[src/rtl/cla64_burst_accumulator_if.sv]
// Operand stream in, burst-total stream out, for cla64_burst_accumulator.
// The master side drives operands and result-ready; the slave side is the accumulator.
interface cla64_burst_accumulator_if #(
  parameter int CNT_W = 16
);
  logic             in_valid;
  logic             in_ready;
  logic [63:0]      in_data;
  logic             in_sub;
  logic             clr;
  logic             out_valid;
  logic             out_ready;
  logic [63:0]      out_sum;
  logic             out_cout;
  logic             out_ovf;
  logic [CNT_W-1:0] beat_cnt;

  modport master (
    output in_valid, in_data, in_sub, clr, out_ready,
    input  in_ready, out_valid, out_sum, out_cout, out_ovf, beat_cnt
  );

  modport slave (
    input  in_valid, in_data, in_sub, clr, out_ready,
    output in_ready, out_valid, out_sum, out_cout, out_ovf, beat_cnt
  );
endinterface

[src/rtl/cla64_burst_accumulator.sv]
// Burst accumulator: adds/subtracts BURST_LEN operands through one 64-bit CLA adder
// and presents the total with carry and sticky signed-overflow on a valid/ready output.
//
// state | meaning
// ACCUM | no result pending (out_valid=0), collecting beats
// HOLD  | result pending (out_valid=1), waiting for out_ready

module sixtyfourbitscarrylookaheadadder (
  input  logic [63:0] a,
  input  logic [63:0] b,
  input  logic        cin,
  output logic [63:0] sum,
  output logic        cout
);
  // Three lookahead levels: bits within 4-bit groups, groups within blocks, blocks.
  function automatic logic [3:0] la4(input logic [3:0] g, input logic [3:0] p, input logic c0);
    logic [3:0] c;
    c[0] = g[0] | (p[0] & c0);
    c[1] = g[1] | (p[1] & g[0]) | (p[1] & p[0] & c0);
    c[2] = g[2] | (p[2] & g[1]) | (p[2] & p[1] & g[0]) | (p[2] & p[1] & p[0] & c0);
    c[3] = g[3] | (p[3] & g[2]) | (p[3] & p[2] & g[1]) | (p[3] & p[2] & p[1] & g[0])
         | (p[3] & p[2] & p[1] & p[0] & c0);
    return c;
  endfunction

  function automatic logic gen4(input logic [3:0] g, input logic [3:0] p);
    logic [3:0] c;
    c = la4(g, p, 1'b0);
    return c[3];
  endfunction

  logic [63:0] g_bit, p_bit, bit_c;
  logic [15:0] grp_g, grp_p, grp_cin;
  logic [3:0]  blk_g, blk_p, blk_c, blk_cin;
  logic [3:0]  gc, bc;

  always_comb begin
    g_bit   = a & b;
    p_bit   = a ^ b;
    grp_g   = '0;
    grp_p   = '0;
    grp_cin = '0;
    blk_g   = '0;
    blk_p   = '0;
    bit_c   = '0;
    gc      = '0;
    bc      = '0;
    for (int j = 0; j < 16; j++) begin
      grp_g[j] = gen4(g_bit[4*j +: 4], p_bit[4*j +: 4]);
      grp_p[j] = &p_bit[4*j +: 4];
    end
    for (int k = 0; k < 4; k++) begin
      blk_g[k] = gen4(grp_g[4*k +: 4], grp_p[4*k +: 4]);
      blk_p[k] = &grp_p[4*k +: 4];
    end
    blk_c   = la4(blk_g, blk_p, cin);
    blk_cin = {blk_c[2:0], cin};
    for (int k = 0; k < 4; k++) begin
      gc = la4(grp_g[4*k +: 4], grp_p[4*k +: 4], blk_cin[k]);
      grp_cin[4*k +: 4] = {gc[2:0], blk_cin[k]};
    end
    for (int j = 0; j < 16; j++) begin
      bc = la4(g_bit[4*j +: 4], p_bit[4*j +: 4], grp_cin[j]);
      bit_c[4*j +: 4] = {bc[2:0], grp_cin[j]};
    end
    sum  = p_bit ^ bit_c;
    cout = blk_c[3];
  end
endmodule

module cla64_burst_accumulator #(
  parameter int BURST_LEN = 8,
  parameter int CNT_W     = 16
) (
  input  logic                          clk,
  input  logic                          rst,
  cla64_burst_accumulator_if.slave      bus
);
  typedef enum logic {ACCUM = 1'b0, HOLD = 1'b1} state_t;

  localparam logic [CNT_W-1:0] LAST_BEAT = CNT_W'(BURST_LEN - 1);

  state_t           state_q, state_d;
  logic [63:0]      acc_q, acc_d;
  logic [CNT_W-1:0] beat_cnt_q, beat_cnt_d;
  logic             ovf_sticky_q, ovf_sticky_d;
  logic [63:0]      out_sum_q, out_sum_d;
  logic             out_cout_q, out_cout_d;
  logic             out_ovf_q, out_ovf_d;

  logic [63:0] add_b, add_sum;
  logic        add_cout, beat_ovf, in_ready, accept, last_beat;

  assign add_b = bus.in_sub ? ~bus.in_data : bus.in_data;

  sixtyfourbitscarrylookaheadadder u_adder (
    .a    (acc_q),
    .b    (add_b),
    .cin  (bus.in_sub),
    .sum  (add_sum),
    .cout (add_cout)
  );

  assign beat_ovf  = (acc_q[63] == add_b[63]) && (add_sum[63] != acc_q[63]);
  assign in_ready  = !bus.clr && !((state_q == HOLD) && !bus.out_ready);
  assign accept    = bus.in_valid && in_ready;
  assign last_beat = (beat_cnt_q == LAST_BEAT);

  always_comb begin
    state_d      = state_q;
    acc_d        = acc_q;
    beat_cnt_d   = beat_cnt_q;
    ovf_sticky_d = ovf_sticky_q;
    out_sum_d    = out_sum_q;
    out_cout_d   = out_cout_q;
    out_ovf_d    = out_ovf_q;

    if ((state_q == HOLD) && bus.out_ready) state_d = ACCUM;

    if (bus.clr) begin
      acc_d        = '0;
      beat_cnt_d   = '0;
      ovf_sticky_d = 1'b0;
    end else if (accept) begin
      if (last_beat) begin
        // A final beat landing on a drain cycle reloads the output: no bubble.
        out_sum_d    = add_sum;
        out_cout_d   = add_cout;
        out_ovf_d    = ovf_sticky_q | beat_ovf;
        state_d      = HOLD;
        acc_d        = '0;
        beat_cnt_d   = '0;
        ovf_sticky_d = 1'b0;
      end else begin
        acc_d        = add_sum;
        beat_cnt_d   = beat_cnt_q + CNT_W'(1);
        ovf_sticky_d = ovf_sticky_q | beat_ovf;
      end
    end
  end

  always_ff @(posedge clk) begin
    if (rst) begin
      state_q      <= ACCUM;
      acc_q        <= '0;
      beat_cnt_q   <= '0;
      ovf_sticky_q <= 1'b0;
      out_sum_q    <= '0;
      out_cout_q   <= 1'b0;
      out_ovf_q    <= 1'b0;
    end else begin
      state_q      <= state_d;
      acc_q        <= acc_d;
      beat_cnt_q   <= beat_cnt_d;
      ovf_sticky_q <= ovf_sticky_d;
      out_sum_q    <= out_sum_d;
      out_cout_q   <= out_cout_d;
      out_ovf_q    <= out_ovf_d;
    end
  end

  assign bus.in_ready  = in_ready;
  assign bus.out_valid = (state_q == HOLD);
  assign bus.out_sum   = out_sum_q;
  assign bus.out_cout  = out_cout_q;
  assign bus.out_ovf   = out_ovf_q;
  assign bus.beat_cnt  = beat_cnt_q;
endmodule
[src/flat_wrapper.sv]
// flat-port wrapper written by rule: the top's interface ports become plain ports
module cla64_burst_accumulator_flat 
#(
  parameter int BURST_LEN = 8,
  parameter int CNT_W     = 16
)
  (clk, rst, bus_in_valid, bus_in_data, bus_in_sub, bus_clr, bus_out_ready, bus_in_ready, bus_out_valid, bus_out_sum, bus_out_cout, bus_out_ovf, bus_beat_cnt);
  cla64_burst_accumulator_if #(.CNT_W(CNT_W)) bus_i ();
  input  logic clk;
  input  logic rst;
  input wire logic [$bits(bus_i.in_valid)-1:0] bus_in_valid;
  input wire logic [$bits(bus_i.in_data)-1:0] bus_in_data;
  input wire logic [$bits(bus_i.in_sub)-1:0] bus_in_sub;
  input wire logic [$bits(bus_i.clr)-1:0] bus_clr;
  input wire logic [$bits(bus_i.out_ready)-1:0] bus_out_ready;
  output wire logic [$bits(bus_i.in_ready)-1:0] bus_in_ready;
  output wire logic [$bits(bus_i.out_valid)-1:0] bus_out_valid;
  output wire logic [$bits(bus_i.out_sum)-1:0] bus_out_sum;
  output wire logic [$bits(bus_i.out_cout)-1:0] bus_out_cout;
  output wire logic [$bits(bus_i.out_ovf)-1:0] bus_out_ovf;
  output wire logic [$bits(bus_i.beat_cnt)-1:0] bus_beat_cnt;
  assign bus_i.in_valid = bus_in_valid;
  assign bus_i.in_data = bus_in_data;
  assign bus_i.in_sub = bus_in_sub;
  assign bus_i.clr = bus_clr;
  assign bus_i.out_ready = bus_out_ready;
  assign bus_in_ready = bus_i.in_ready;
  assign bus_out_valid = bus_i.out_valid;
  assign bus_out_sum = bus_i.out_sum;
  assign bus_out_cout = bus_i.out_cout;
  assign bus_out_ovf = bus_i.out_ovf;
  assign bus_beat_cnt = bus_i.beat_cnt;
  cla64_burst_accumulator #(.BURST_LEN(BURST_LEN), .CNT_W(CNT_W)) u_core (.clk(clk), .rst(rst), .bus(bus_i));
endmodule
[config.mk]
export PLATFORM = sky130hd
export DESIGN_NAME = cla64_burst_accumulator_flat
export DESIGN_NICKNAME = d
export VERILOG_FILES = /design/src/rtl/cla64_burst_accumulator_if.sv /design/src/rtl/cla64_burst_accumulator.sv /design/src/flat_wrapper.sv
export SDC_FILE = /design/constraint.sdc
export NUM_CORES = 1
export LEC_CHECK = 0
export ABC_AREA = 1
export BUFFER_PORTS_ARGS = -buffer_cell sky130_fd_sc_hd__buf_2
export CORE_MARGIN = 2
export CORE_UTILIZATION = 53
export CTS_CLUSTER_DIAMETER = 100
export DETAILED_ROUTE_END_ITERATION = 8
export PLACE_DENSITY = 0.8
export SYNTH_ARGS = -nofsm -noshare
export SYNTH_HDL_FRONTEND = slang
export SYNTH_SLANG_ARGS = --single-unit
[constraint.sdc]
create_clock -name clk -period 3.4 [get_ports clk]
set_input_delay 0 -clock clk [delete_from_list [all_inputs] [get_ports clk]]
set_output_delay 0 -clock clk [all_outputs]
set_load 0.05 [all_outputs]
Word level (Yosys, flattened, before mapping) --
Index checks and enable logic that the tools add are counted.
Word-level totals: flip-flop bits (word level) 148, latch bits 0, memory bits (writable) 0, memory bits (read-only) 0, input bits 70, memories kept 0
Cells by class: $add $sub $neg 1, $mul 0, divide/modulo/power cells 0, $lt $le $gt $ge 0, equality and inequality tests 3, shift operators 0, mux-type cells 8, bitwise gates (word level) 492, reduce and logical (&&, ||, !) cells 30
Operators by type and width (count):
- 1-bit bitwise AND | 296
- 1-bit OR | 191
- 64-bit two-way mux | 2
- 64-bit bitwise XOR | 2
- 64-bit bitwise AND | 1
- 64-bit inverter | 1
- 16-bit AND reduction | 4
- 4-bit AND reduction | 16
- 16-bit by 1-bit adder with 16-bit output (second input constant) | 1
- 16-bit by 3-bit == test with 1-bit output (second input constant) | 1
- 16-bit two-way mux | 1
- 1-bit logical AND | 5
- 1-bit two-way mux | 5
- 1-bit logical NOT | 3
- 3-bit AND reduction | 1
- 2-bit OR reduction | 1
- 1-bit == test | 1
- 1-bit != test | 1
- 1-bit inverter | 1

Longest topological paths before layout --
depth after elaboration 24, gate-level depth with buffers 23, mapped depth without buffers 21

Cells and area by module --
A second synthesis with hierarchy kept.
Second synthesis, totals: cells, all modules 1431, area, all modules 9758.1 um^2
By module, submodules not included:
- cla64_burst_accumulator | times used 1, cells each 934, area each 6653.9 um^2, seq. area each 2962.8 um^2
- sixtyfourbitscarrylookaheadadder | times used 1, cells each 497, area each 3104.2 um^2, seq. area each 0.0 um^2

Least setup slack after synthesis --
Ideal clock, no wire load.
path type input-to-reg, start input bus_in_sub, end register u_core.acc_q[37], data arrival time 3028 ps, required time 3330 ps, setup slack 302 ps, stages 18, cell sequence buf_1 -> buf_1 -> xor2_1 -> ha_1 -> nand2_1 -> nor2_1 -> nand2_1 -> nor2_1 -> nor2_1 -> nand2_2 -> nand2_1 -> nand3_1 -> nand2_1 -> nand2_1 -> fa_1 -> xnor2_1 -> or2_2 -> a21oi_1
Between the ends: cells in the longest elaborated chain, start to end 19, elaborated cells between the ends (all ways) 111, those cells by class mux: 2; bitwise: 100; reduce/logical: 9
RTL lines:
- start: declaration | RTL line flat_wrapper.sv:13 | input wire logic [$bits(bus_i.in_sub)-1:0] bus_in_sub;
- 64-bit two-way mux | RTL line cla64_burst_accumulator.sv:94 | assign add_b = bus.in_sub ? ~bus.in_data : bus.in_data;
- 64-bit bitwise XOR or 64-bit bitwise AND (tied branches) | RTL line cla64_burst_accumulator.sv:39, cla64_burst_accumulator.sv:38
- 1-bit bitwise AND
- 1-bit OR or 1-bit bitwise AND (tied branches) (2 in a row)
- 1-bit OR
- 1-bit bitwise AND
- 1-bit OR (2 in a row)
- 1-bit OR | RTL line cla64_burst_accumulator.sv:21 | c[3] = g[3] | (p[3] & g[2]) | (p[3] & p[2] & g[1]) | (p[3] & p[2] & p[1] & g[0])
- 1-bit bitwise AND | RTL line cla64_burst_accumulator.sv:19 | c[1] = g[1] | (p[1] & g[0]) | (p[1] & p[0] & c0);
- 1-bit OR (2 in a row) | RTL line cla64_burst_accumulator.sv:19
- 1-bit bitwise AND | RTL line cla64_burst_accumulator.sv:18 | c[0] = g[0] | (p[0] & c0);
- 1-bit OR | RTL line cla64_burst_accumulator.sv:18
- 1-bit bitwise AND | RTL line cla64_burst_accumulator.sv:18
- 1-bit OR | RTL line cla64_burst_accumulator.sv:18
- 64-bit bitwise XOR (*) | RTL line cla64_burst_accumulator.sv:66 | sum = p_bit ^ bit_c;
- 64-bit two-way mux (*) | RTL line cla64_burst_accumulator.sv:125 | if (last_beat) begin
- end signal: assignment | RTL line cla64_burst_accumulator.sv:145 | acc_q <= '0;
- end signal: assignment | RTL line cla64_burst_accumulator.sv:153 | acc_q <= acc_d;
- end: declaration | RTL line cla64_burst_accumulator.sv:84 | logic [63:0] acc_q, acc_d;
Every way passes the cells marked *; elsewhere a longest branch is shown, timed or not. A chain may end at the register's enable or synchronous reset.

Final worst setup path --
start register u_core.acc_q[13], end register u_core.acc_q[37]
Between the ends: cells in the longest elaborated chain, start to end 16, elaborated cells between the ends (all ways) 28, those cells by class mux: 1; bitwise: 25; reduce/logical: 2
RTL lines (RTL line):
- 64-bit bitwise AND or 64-bit bitwise XOR (tied branches) | cla64_burst_accumulator.sv:38, cla64_burst_accumulator.sv:39
- 1-bit bitwise AND
- 1-bit OR or 1-bit bitwise AND (tied branches)
- 1-bit OR (3 in a row)
- 1-bit OR | cla64_burst_accumulator.sv:21
- 1-bit bitwise AND | cla64_burst_accumulator.sv:19
- 1-bit OR | cla64_burst_accumulator.sv:19
- 1-bit OR (*) | cla64_burst_accumulator.sv:19
- 1-bit bitwise AND (*) | cla64_burst_accumulator.sv:18
- 1-bit OR (*) | cla64_burst_accumulator.sv:18
- 1-bit bitwise AND (*) | cla64_burst_accumulator.sv:18
- 1-bit OR (*) | cla64_burst_accumulator.sv:18
- 64-bit bitwise XOR (*) | cla64_burst_accumulator.sv:66
- 64-bit two-way mux (*) | cla64_burst_accumulator.sv:125
Marks and branches as above.

==> impl_summary.md <==
Status
The flow ran to the end, and the final reports show no timing, DRC or antenna violations.

Finish
The number of nets in the layout is approximately 1,500. The count of inserted antenna diode cells is 0. The synthesis-to-finish area growth is 17.6%. The library cell used most frequently in the layout, excluding fill and tap cells, is nand2_1. The final core utilization is 63.7%. The post-route netlist has approximately 17% of its cells at a drive strength greater than 1. The library cells used most frequently in the layout, excluding fill and tap cells, are nand2_1 (290), buf_2 (152), dfxtp_1 (148).

Place
The congestion estimate from routability-driven global placement came to between 0.8 and 0.9. The total half-perimeter wirelength after legalization and detailed placement is approximately 16,000 um. The count of input and output buffers is ~150.

Timing
Measured against its own limit, the worst slew margin works out to 30.1%. Static timing analysis puts the maximum clock frequency at ~0.36 GHz. The shortest clock period the worst path allows after layout is between 2 and 3 ns. The number of pins exceeding their max-slew limit in the final report came to 0. The total negative slack for setup checks is 0 ns. The final worst clock skew is between 0.009 and 0.01 ns.

Setup repair after global routing left no endpoint under its margin. The count of endpoints failing hold in the final timing report is 0. The final cycle utilization of the critical path is ~80%.

For the pin with the worst max-slew slack, the measured transition is 1.05 ns. The final setup violation count is 0.

Routing
The routed layout has roughly 8,200 vias. The count of TritonRoute iterations in the first routing pass is 5. After detailed routing, the average wire length per cell comes to ~14 um. The final antenna-violating net count is 0. The total wire length after detailed routing is around 22,000 um. After detailed routing, the wire length on met1 is around 10,000 um. Wire segments on met2 add up to 10,500 um in the final route. The highest layer touched by signal routing is met4. The routed wire length on met3 is 1010 um. After the first detailed-routing iteration, the DRC count stood at around 480. The DRC violation count after routing is 0.

In the routed layout, each cell is associated on average with a via count of about 5.2.

Setup path
For this design, the slowest cell found on the critical path is fa_1. The most frequent cell on the critical path is nand2_1. The worst setup path is captured at a flip-flop. For the worst flop-to-flop path, the logic depth is 15. The capturing point of the worst reg2reg path is u_core.acc_q[37]$_SDFFE_PP0P_. At the worst endpoint, the arrival time is approximately 3.2 ns. The largest incremental delay on the critical path is roughly 0.43 ns.

The category of the worst setup path launch point is a flip-flop. The beginning of the worst register-to-register path is u_core.acc_q[13]$_SDFFE_PP0P_. In this run the worst setup path terminates at u_core.acc_q[37]$_SDFFE_PP0P_.

Tracing the worst setup path back leads to its startpoint at u_core.acc_q[13]$_SDFFE_PP0P_. The highest net fanout along the worst path is 6. The signal on the critical path passes through ha_1 > nand2_1 > nand2_1 > a21oi_1 > nand2_1 > nor2_1 > nand2_2 > nand2_1 > nand3_1 > nand2_1 > nand2_1 > fa_1 > xnor2_1 > or2_2 > a21oi_1. The required arrival time at the worst endpoint is 3.75 ns. The flop-to-flop setup slack is 0.60 ns. The type of the worst setup path is reg -> reg.

Global routing
The maximum number of pins on one net before global-route repair is 70. The number of global-route vias before repair is 8,031. The overall overflow remaining after global route is 0.

The wire length of the first global-routing pass is roughly 37,000 um. Global routing used about a quarter of the available tracks across all layers. The initial antenna violation count was 0.

Die
The count of standard-cell rows is 47. The die is roughly 130 um tall. For this design the top-level I/O count stands at around 150. The initial utilization of the core area, before any placement, comes to between 50% and 60%. The die is roughly 130 um wide. The die outline area is 0.0180 mm2. The area inside the core boundary is approximately 0.017 mm2.

Clock tree
The number of buffers on the longest clock path is 2. The maximum level of the CTS H-tree is 4. For the worst-skew pair, the clock arrives at the later sink with an insertion delay of roughly 0.42 ns. The number of buffers created by CTS is 17. The CTS tree is built. The tree is rooted in a clkbuf_16. Clock-pin slew was measured on the worst setup and hold paths at 0.06 ns. The clock sink count is ~150. Buffers added to address setup during post-CTS repair amount to 0.

Synthesis
The gate count of the mapped netlist is 1,222. The count of warnings emitted by yosys is 0. The count of cell types in the netlist is 45.

For this run, asynchronously set or reset flops after synthesis account for 0%. The share of the Yosys chip area taken by registers is about a third. The most used flip-flop cell after synthesis is dfxtp_1. The number of nets handed over by synthesis was around 1,400.

The register bit count reported by yosys is around 150. After synthesis the cells add up to roughly 0.009 mm2. Yosys mapped a number of flops with a built-in enable equal to 0. In this run the mean area of a mapped cell was roughly 7.3 um2.

Min path
The path class of the tightest hold or removal check is in -> reg.

Power and ir drop
The largest voltage drop on the vdd net is around 0.36 mV. Power spread over the standard cell area amounts to 425 mW/mm2. The analysis attributes to cell leakage a power of approximately 5.3 nW.

Run
The number of maximum-capacitance violations is 0.
metrics by stage:
stage	worst slack, ns	total power, mW	cell area (um2)	instances	hold slack (ns)
2_1_floorplan	0.302	2.35	8980	1222	0.176
3_3_place_gp	0.361	2.53	9900	1556	0.346
3_5_place_dp	0.321	2.54	9900	1556	0.357
4_1_cts	0.623	4.52	10600	1592	0.0563
5_1_grt	0.321	4.70	10600	1592	0.116
6_report	0.602	4.49	10600	1592	0.0686
flip-flops by register name (all words and copies together), names as in the netlist:
register / count
u_core.bus.out_cout: 1
u_core.acc_q: 64
u_core.ovf_sticky_q: 1
u_core.bus.out_valid: 1
u_core.bus.beat_cnt: 16
u_core.bus.out_sum: 64
u_core.bus.out_ovf: 1
worst min-delay path by stage:
stage / endpoint / startpoint / cells after the start / slack, ns
3_3_place_gp: u_core.bus.beat_cnt[2]$_SDFFE_PP0P_ / bus_clr / 4 / 0.35
4_1_cts: u_core.acc_q[1]$_SDFFE_PP0P_ / bus_in_data[0] / 5 / 0.06
3_5_place_dp: u_core.bus.beat_cnt[0]$_SDFFE_PP0P_ / rst / 4 / 0.36
5_1_grt: u_core.bus.out_sum[1]$_SDFFE_PP0P_ / bus_in_data[0] / 5 / 0.12
2_1_floorplan: bus_in_ready / bus_clr / 1 / 0.18
6_report: u_core.acc_q[1]$_SDFFE_PP0P_ / bus_in_data[0] / 5 / 0.07
logic make-up after synthesis:
kind of cell	after synthesis	synth area share (%)
AOI/OAI and AO/OA	243	14.8
buffers and inverters	164	7.33
and+or+nand+nor	492	23.2
muxes	1	0.112
adders and majority gates	80	12.4
DFF	148	33.0
xor gates and xnor gates	94	9.17
Yosys cell counts, types with 2 or more instances:
cell	count	area share, %
a21o_1	10	0.84
a21oi_1	129	7.2
a31oi_1	2	0.14
and3_1	6	0.42
buf_1	6	0.25
buf_2	10	0.56
buf_4	4	0.33
buf_6	2	0.25
clkbuf_1	26	1.1
dfxtp_1	148	33
fa_1	15	3.3
ha_1	65	9.1
inv_1	111	4.6
inv_2	5	0.21
nand2_1	290	12
nand2_2	6	0.42
nand3_1	51	2.8
nand3b_1	6	0.50
nand4_1	4	0.28
nor2_1	92	3.8
nor2_2	2	0.14
nor3_1	10	0.56
nor4_2	2	0.28
o21a_1	7	0.59
o21ai_0	72	4.0
o21ai_1	2	0.11
o21bai_1	12	1.0
o21bai_2	2	0.25
or2_2	17	1.2
xnor2_1	20	2.0
xor2_1	74	7.2
power by group:
group          switching [mW]  total (mW)  leakage [nW]  internal (mW)
clock network           0.744        1.97         0.289           1.23
registers              0.0168        1.78          1.19           1.76
logic                   0.459       0.747          3.85          0.288
total                    1.22        4.49          5.33           3.27
area by class of cell:
cell class | instances | area [um2]
fill | 1472 | 6020
multi-input combinational | 910 | 5360
sequential | 148 | 2960
timing repair buffer | 167 | 911
inverter | 116 | 435
clock buffer | 19 | 433
tap | 220 | 275
clock inverter | 12 | 183
routing by layer:
metal / vias to the layer above / track usage [%]
li1: 4231 / -
met1: 3733 / 32.3
met2: 227 / 43.1
met3: 44 / 4.35
met4: 0 / 9.71
met5: - / 0
timing repair:
action,in CTS,in global routing
hold buffers,5,0
resized for setup,0,0
endpoints found under the hold margin,3,0
worst max-delay path, delay by kind of cell (launching register included):
family	cells	cell delay, ns
simple gates	10	1.24
fa+ha+maj	2	0.76
flops	1	0.31
compound gates	2	0.25
xor+xnor	1	0.16
Power figures use the tool's default switching activity.
